===== config.mk =====
export PLATFORM = sky130hd
export DESIGN_NAME = alu_mult_sequencer
export DESIGN_NICKNAME = d
export VERILOG_FILES = /design/src/rtl/alu_mult_sequencer.sv
export SDC_FILE = /design/constraint.sdc
export NUM_CORES = 1
export LEC_CHECK = 0
export CAP_MARGIN = 10
export CORE_MARGIN = 2
export CORE_UTILIZATION = 44
export CTS_CLUSTER_SIZE = 40
export DETAILED_ROUTE_END_ITERATION = 6
export PLACE_DENSITY = 0.92
export SYNTH_ARGS = -nofsm -noshare
export SYNTH_HDL_FRONTEND = slang
export SYNTH_SLANG_ARGS = --single-unit

===== constraint.sdc =====
create_clock -name clk -period 6.6 [get_ports clk]
set_clock_uncertainty 0.15 [all_clocks]
set_input_delay 0.66 -clock clk [delete_from_list [all_inputs] [get_ports clk]]
set_output_delay 0.66 -clock clk [all_outputs]
set_load 0.1 [all_outputs]

===== src/rtl/alu_mult_sequencer.sv =====
// Multi-cycle MULT/MULTU sequencer that reuses the shared 32-bit alu.
// It does one add or subtract per cycle and shifts the partial product right,
// building the 2*DATA_WIDTH product in HI/LO. Signed operands use radix-2 Booth
// recoding; unsigned operands use plain shift-and-add.
module alu_mult_sequencer #(
  parameter int unsigned DATA_WIDTH = 32
) (
  input  logic                  clk,
  input  logic                  rst,
  input  logic                  start,
  input  logic                  op_signed,
  input  logic [DATA_WIDTH-1:0] a,
  input  logic [DATA_WIDTH-1:0] b,
  output logic                  busy,
  output logic                  done,
  output logic [DATA_WIDTH-1:0] hi,
  output logic [DATA_WIDTH-1:0] lo,
  output logic [DATA_WIDTH-1:0] alu_A,
  output logic [DATA_WIDTH-1:0] alu_B,
  output logic [2:0]            alu_ALUop,
  input  logic [DATA_WIDTH-1:0] alu_Result,
  input  logic                  alu_CarryOut,
  input  logic                  alu_Overflow
);

  localparam int unsigned CountWidth = $clog2(DATA_WIDTH) + 1;
  localparam logic [CountWidth-1:0] LastStep = CountWidth'(DATA_WIDTH - 1);

  localparam logic [1:0] StIdle = 2'd0;
  localparam logic [1:0] StCalc = 2'd1;
  localparam logic [1:0] StDone = 2'd2;

  localparam logic [2:0] AluNop = 3'b000;
  localparam logic [2:0] AluAdd = 3'b010;
  localparam logic [2:0] AluSub = 3'b110;

  logic [1:0]            state_q, state_d;
  logic [CountWidth-1:0] count_q, count_d;
  logic [DATA_WIDTH-1:0] hi_q, hi_d;
  logic [DATA_WIDTH-1:0] lo_q, lo_d;
  logic [DATA_WIDTH-1:0] m_q, m_d;
  logic                  q_q, q_d;
  logic                  mode_q, mode_d;
  logic                  msb;

  // Status flags decode directly from the state.
  always_comb begin
    busy = (state_q == StCalc) || (state_q == StDone);
    done = (state_q == StDone);
    hi   = hi_q;
    lo   = lo_q;
  end

  // Alu operand/opcode selection for the current step.
  always_comb begin
    alu_A     = '0;
    alu_B     = '0;
    alu_ALUop = AluNop;
    if (state_q == StCalc) begin
      alu_A     = hi_q;
      alu_ALUop = AluAdd;
      if (mode_q) begin
        // Booth pair {current bit, previous bit}: 01 adds M, 10 subtracts M.
        unique case ({lo_q[0], q_q})
          2'b01: alu_B = m_q;
          2'b10: begin
            alu_B     = m_q;
            alu_ALUop = AluSub;
          end
          default: alu_B = '0;
        endcase
      end else begin
        alu_B = lo_q[0] ? m_q : '0;
      end
    end
  end

  // Bit 32 of the true sum: sign corrected by overflow, or the unsigned carry.
  always_comb begin
    msb = mode_q ? (alu_Result[DATA_WIDTH-1] ^ alu_Overflow) : alu_CarryOut;
  end

  // Next-state and datapath update.
  always_comb begin
    state_d = state_q;
    count_d = count_q;
    hi_d    = hi_q;
    lo_d    = lo_q;
    m_d     = m_q;
    q_d     = q_q;
    mode_d  = mode_q;
    unique case (state_q)
      StIdle: begin
        if (start) begin
          m_d     = a;
          hi_d    = '0;
          lo_d    = b;
          q_d     = 1'b0;
          count_d = '0;
          mode_d  = op_signed;
          state_d = StCalc;
        end
      end
      StCalc: begin
        hi_d    = {msb, alu_Result[DATA_WIDTH-1:1]};
        lo_d    = {alu_Result[0], lo_q[DATA_WIDTH-1:1]};
        q_d     = lo_q[0];
        count_d = count_q + 1'b1;
        if (count_q == LastStep) begin
          state_d = StDone;
        end
      end
      StDone: begin
        state_d = StIdle;
      end
      default: begin
        state_d = StIdle;
      end
    endcase
  end

  // State registers; reset abandons any operation in flight.
  always_ff @(posedge clk or posedge rst) begin
    if (rst) begin
      state_q <= StIdle;
      count_q <= '0;
      hi_q    <= '0;
      lo_q    <= '0;
      m_q     <= '0;
      q_q     <= 1'b0;
      mode_q  <= 1'b0;
    end else begin
      state_q <= state_d;
      count_q <= count_d;
      hi_q    <= hi_d;
      lo_q    <= lo_d;
      m_q     <= m_d;
      q_q     <= q_d;
      mode_q  <= mode_d;
    end
  end

endmodule


* After elaboration in Yosys (flattened, before gate mapping)
Index checks and enable logic that the tools add are counted.
Operators by class: equal/unequal tests 7, reduce and logical (&&, ||, !) cells 7, muxes and demuxes 20, bitwise logic cells 1, add/subtract/negate cells 1
Operators by type and width (number):
- $mux W32 | 7
- $pmux W32 S2 | 2
- $pmux W6 S2 | 1
- $mux W3 | 3
- $add A6 B1 Y6 const B | 1
- $eq A6 B5 Y1 const B | 1
- $mux W6 | 1
- $reduce_and A2 Y1 | 3
- $eq A2 B1 Y1 const B | 2
- $eq A2 B2 Y1 const B | 2
- $mux W2 | 2
- $pmux W2 S2 | 1
- $logic_not A2 Y1 | 1
- $mux W1 | 2
- $ne A2 B1 Y1 const B | 1
- $ne A2 B2 Y1 const B | 1
- $pmux W1 S2 | 1
- $reduce_bool A2 Y1 | 1
- $reduce_or A2 Y1 | 1
- $logic_or A1 B1 Y1 | 1
- $xor A1 B1 Y1 | 1
Storage, ports and cells: word-level logic and storage cells 43, output and inout bits 133, input bits 102, bits in registers 106

* Longest topological paths before layout
word-level depth 5, gate-level depth with buffers 8, mapped depth without buffers 5

* Worst setup path before layout
No wires, ideal clock.
path kind register to output, start point register lo_q[0] (netlist: lo[0]), end point output port alu_B[10], data required time 5.790 ns, buffers on the path 1, data arrival time 2.541 ns, path slack 3.249 ns, cell stages (with the launch flop) 6, cells stage by stage dfrtp_1 > ha_1 > nand2_1 > o211a_1 > clkbuf_1 > and2_1
Between the ends: longest elaborated chain between the ends 5, elaborated cells between the ends (all ways) 7, those cells by class 2 x eq/ne; 4 x mux; 1 x reduce/logical
Ends and longest elaborated chain:
- start: declaration | RTL line 40 | logic [DATA_WIDTH-1:0] lo_q, lo_d;
- start signal: assignment | RTL line 136 | lo_q <= lo_d;
- $eq A2 B2 Y1 or $eq A2 B1 Y1 (tied branches) | RTL line 64 | unique case ({lo_q[0], q_q})
- $reduce_or A2 Y1 (no line)
- $mux W32 | RTL line 64
- $mux W32 (*) | RTL line 62 | if (mode_q) begin
- $mux W32 (*) | RTL line 59 | if (state_q == StCalc) begin
- end: declaration | RTL line 19 | output logic [DATA_WIDTH-1:0] alu_B,
Every way passes the cells marked *; elsewhere a longest branch is shown, timed or not.

* Final worst setup path
start point register state_q[1], end point output port alu_B[3]
Between the ends: longest elaborated chain between the ends 2
Ends and longest elaborated chain:
- start: declaration | RTL line 37 | logic [1:0] state_q, state_d;
- start signal: assignment | RTL line 125 | state_q <= StIdle;
- start signal: assignment | RTL line 133 | state_q <= state_d;
- $eq A2 B1 Y1 | RTL line 59
- $mux W32 | RTL line 59
Every way passes these cells.

==> impl_metrics.json <==
{
  "drc": 0,
  "cts_made_buffers": 9,
  "die_area_um2": 11770,
  "grt_max_degree": 80,
  "cp_max_fo": 79,
  "syn_area_per_cell_um2": 11.57,
  "wl_met3_um": 822,
  "grt.total_usage_pct": 21.19,
  "drive_gt1_share_pct": 8.948,
  "synthArstFlopShare_pct": 100.0,
  "worst_slew_pin_slew_ns": 1.019,
  "clk_latency_ns": 0.35,
  "die_y_um": 108.5,
  "synth_common_cells": "106 x dfrtp_1, 64 x and2_1, 37 x nand2_1",
  "ys_seq_area_share_pct": 55.24,
  "cts-resized-gates": 0,
  "post-place-ws_ns": 2.323,
  "status": "finished, final reports clean",
  "wl_per_cell_um": 16.22,
  "timing.final.crit_share_pct": 70.20,
  "synth_cell_types": 31,
  "crit_type": "flop to output pin",
  "finalSetupViolCount": 0,
  "clkTransAtPathRegs_ns": 0.10,
  "grt_pass1_vias": 3963,
  "ys_warn_count": 0,
  "crit_arrival_ns": 3.82,
  "die_x_um": 108.5,
  "grt_remaining_overflow": 0,
  "fillers": 785,
  "cp_top_family": "buffers and inverters",
  "dp_hpwl_mm": 9.247,
  "cts_tree": "built",
  "crit_chain": "inv_1 -> ha_4 -> o211a_1 -> and2_1 -> clkdlybuf4s50_1",
  "syn_area_um2": 4802,
  "drt-total-wl_mm": 12.61,
  "cts_setup_buffers": 0,
  "yosysTopAreaCellShare_pct": 55.24,
  "nets": 739,
  "multi_input_area_um2": 2006,
  "finalCriticalPeriod_ns": 4.633,
  "antenna_cells": 0,
  "syn_nets": 522,
  "max_freq_mhz": 215.8,
  "synthCells": 415,
  "synth_edf_count": 0,
  "cp.required_ns": 5.79,
  "pin_count": 235,
  "hold_buffers": 0,
  "wl_met2_mm": 6.592,
  "cts_root_buf": "clkbuf_8",
  "placed_cells": 760,
  "antenna_found_initial": 0,
  "core_region_area_um2": 10750,
  "via_per_inst": 4.992,
  "worst-path-buf-inv": 2,
  "drt_pass1_iterations": 4,
  "max_cap_violations": 0,
  "setup_tns_ns": 0,
  "grt_first_pass_wirelength_mm": 19.64,
  "setup.worst_path.end_class": "output pin",
  "synth_area_leader_cell": "dfrtp_1",
  "slew_headroom_pct": 31.82,
  "place_congestion": 0.8394,
  "fp-row-count": 38,
  "syn_to_final_growth_pct": 54.69,
  "clock-sinks": 106,
  "synthFlopType": "dfrtp_1",
  "fin_cells": 777,
  "top_layer_used": "met4",
  "antenna_left": 0,
  "clockBufferDepth": 2,
  "drtIter0Drc": 167,
  "max_stage_delay_ns": 1.13,
  "initial_utilization_pct": 44.69,
  "rsz0062_at_grt": "false",
  "seqCellArea_um2": 2653,
  "synth_area_leaders": "dfrtp_1 55%, and2_1 8.3%, mux2_2 8.0%",
  "startpoint_type": "flop",
  "met1_length_mm": 5.078,
  "cp_slowest_cell": "clkdlybuf4s50_1",
  "synth-seq-cells": 106,
  "hold_class": "flop to flop",
  "slew_violations": 0,
  "vias": 3879,
  "worst_slack_ns": 1.967,
  "portBuffers": 233,
  "hold_viol": 0,
  "ctsHtreeMaxLevel": 3,
  "post-synth-top-count-cell": "dfrtp_1"
}
## path summary, 6_finish.rpt
kind	slack, ns	end	start	cells after the start
setup / recovery	1.97	alu_B[3]	state_q[1]	5
hold / removal	0.35	m_q[9]	m_q[9]	1
setup reg to reg	3.91	hi[1]	state_q[1]	6
hold reg to reg	0.35	m_q[9]	m_q[9]	1
max in group asynchronous	4.54	m_q[18]	rst	3
min in group asynchronous	0.53	lo[24]	rst	2
## kinds of logic after synthesis
logic type	count (synthesis)	share of synthesized area (%)
fa+ha+maj	5	1.303
buf+inv	38	3.569
compound gates	81	11.86
simple gates	116	12.92
other cells	1	0.07809
flops	106	55.24
mux	67	14.85
xor+xnor	1	0.1824
## area by class of cell
type	count	area share [%]
Multi-Input combinational cell	271	27.00
Timing Repair Buffer	238	32.07
Inverter	6	0.3369
Sequential cell	106	35.71
Clock buffer	12	1.819
Clock inverter	4	0.7074
Tap cell	140	2.358
## flip-flops by register name, summed over array words and instances (netlist names)
| name | cells |
|---|---|
| count_q | 6 |
| hi | 32 |
| lo | 32 |
| state_q | 2 |
| m_q | 32 |
| q_q | 1 |
| mode_q | 1 |
## metrics by stage
step | instance area, um2 | hold WS [ns] | util, %
6_report | 7428 | 0.3528 | 69.13
5_1_grt | 7428 | 0.3673 | 69.13
4_1_cts | 7408 | 0.3593 | 68.95
3_5_place_dp | 7221 | 0.3362 | 67.20
3_3_place_gp | 7221 | 0.3334 | 67.20
2_1_floorplan | 4802 | 0.3206 | -
## cells in the final DEF (no fill, tap or decap), types with 2 or more instances in the layout
cell               n
inv_1              5
mux2i_1           32
dfrtp_1          106
clkdlybuf4s50_1  233
a21oi_1            3
clkbuf_1           3
nand2b_1           3
nand3_1            2
and2_1            64
nand2_1           37
buf_4              4
clkbuf_8           9
nor2_1             4
clkinvlp_4         3
mux2_2            34
o31ai_1            3
a22o_1            35
ha_1               4
o21ai_0           33
## metal layers
layer,vias up,global-route usage (%)
met5,-,0
met4,0,4.304
met3,9,5.666
met2,132,38.08
met1,1877,25.55
li1,1861,-
Power is not shown: default switching activity piles up to over one toggle a cycle in this logic, so the estimate is an artifact.
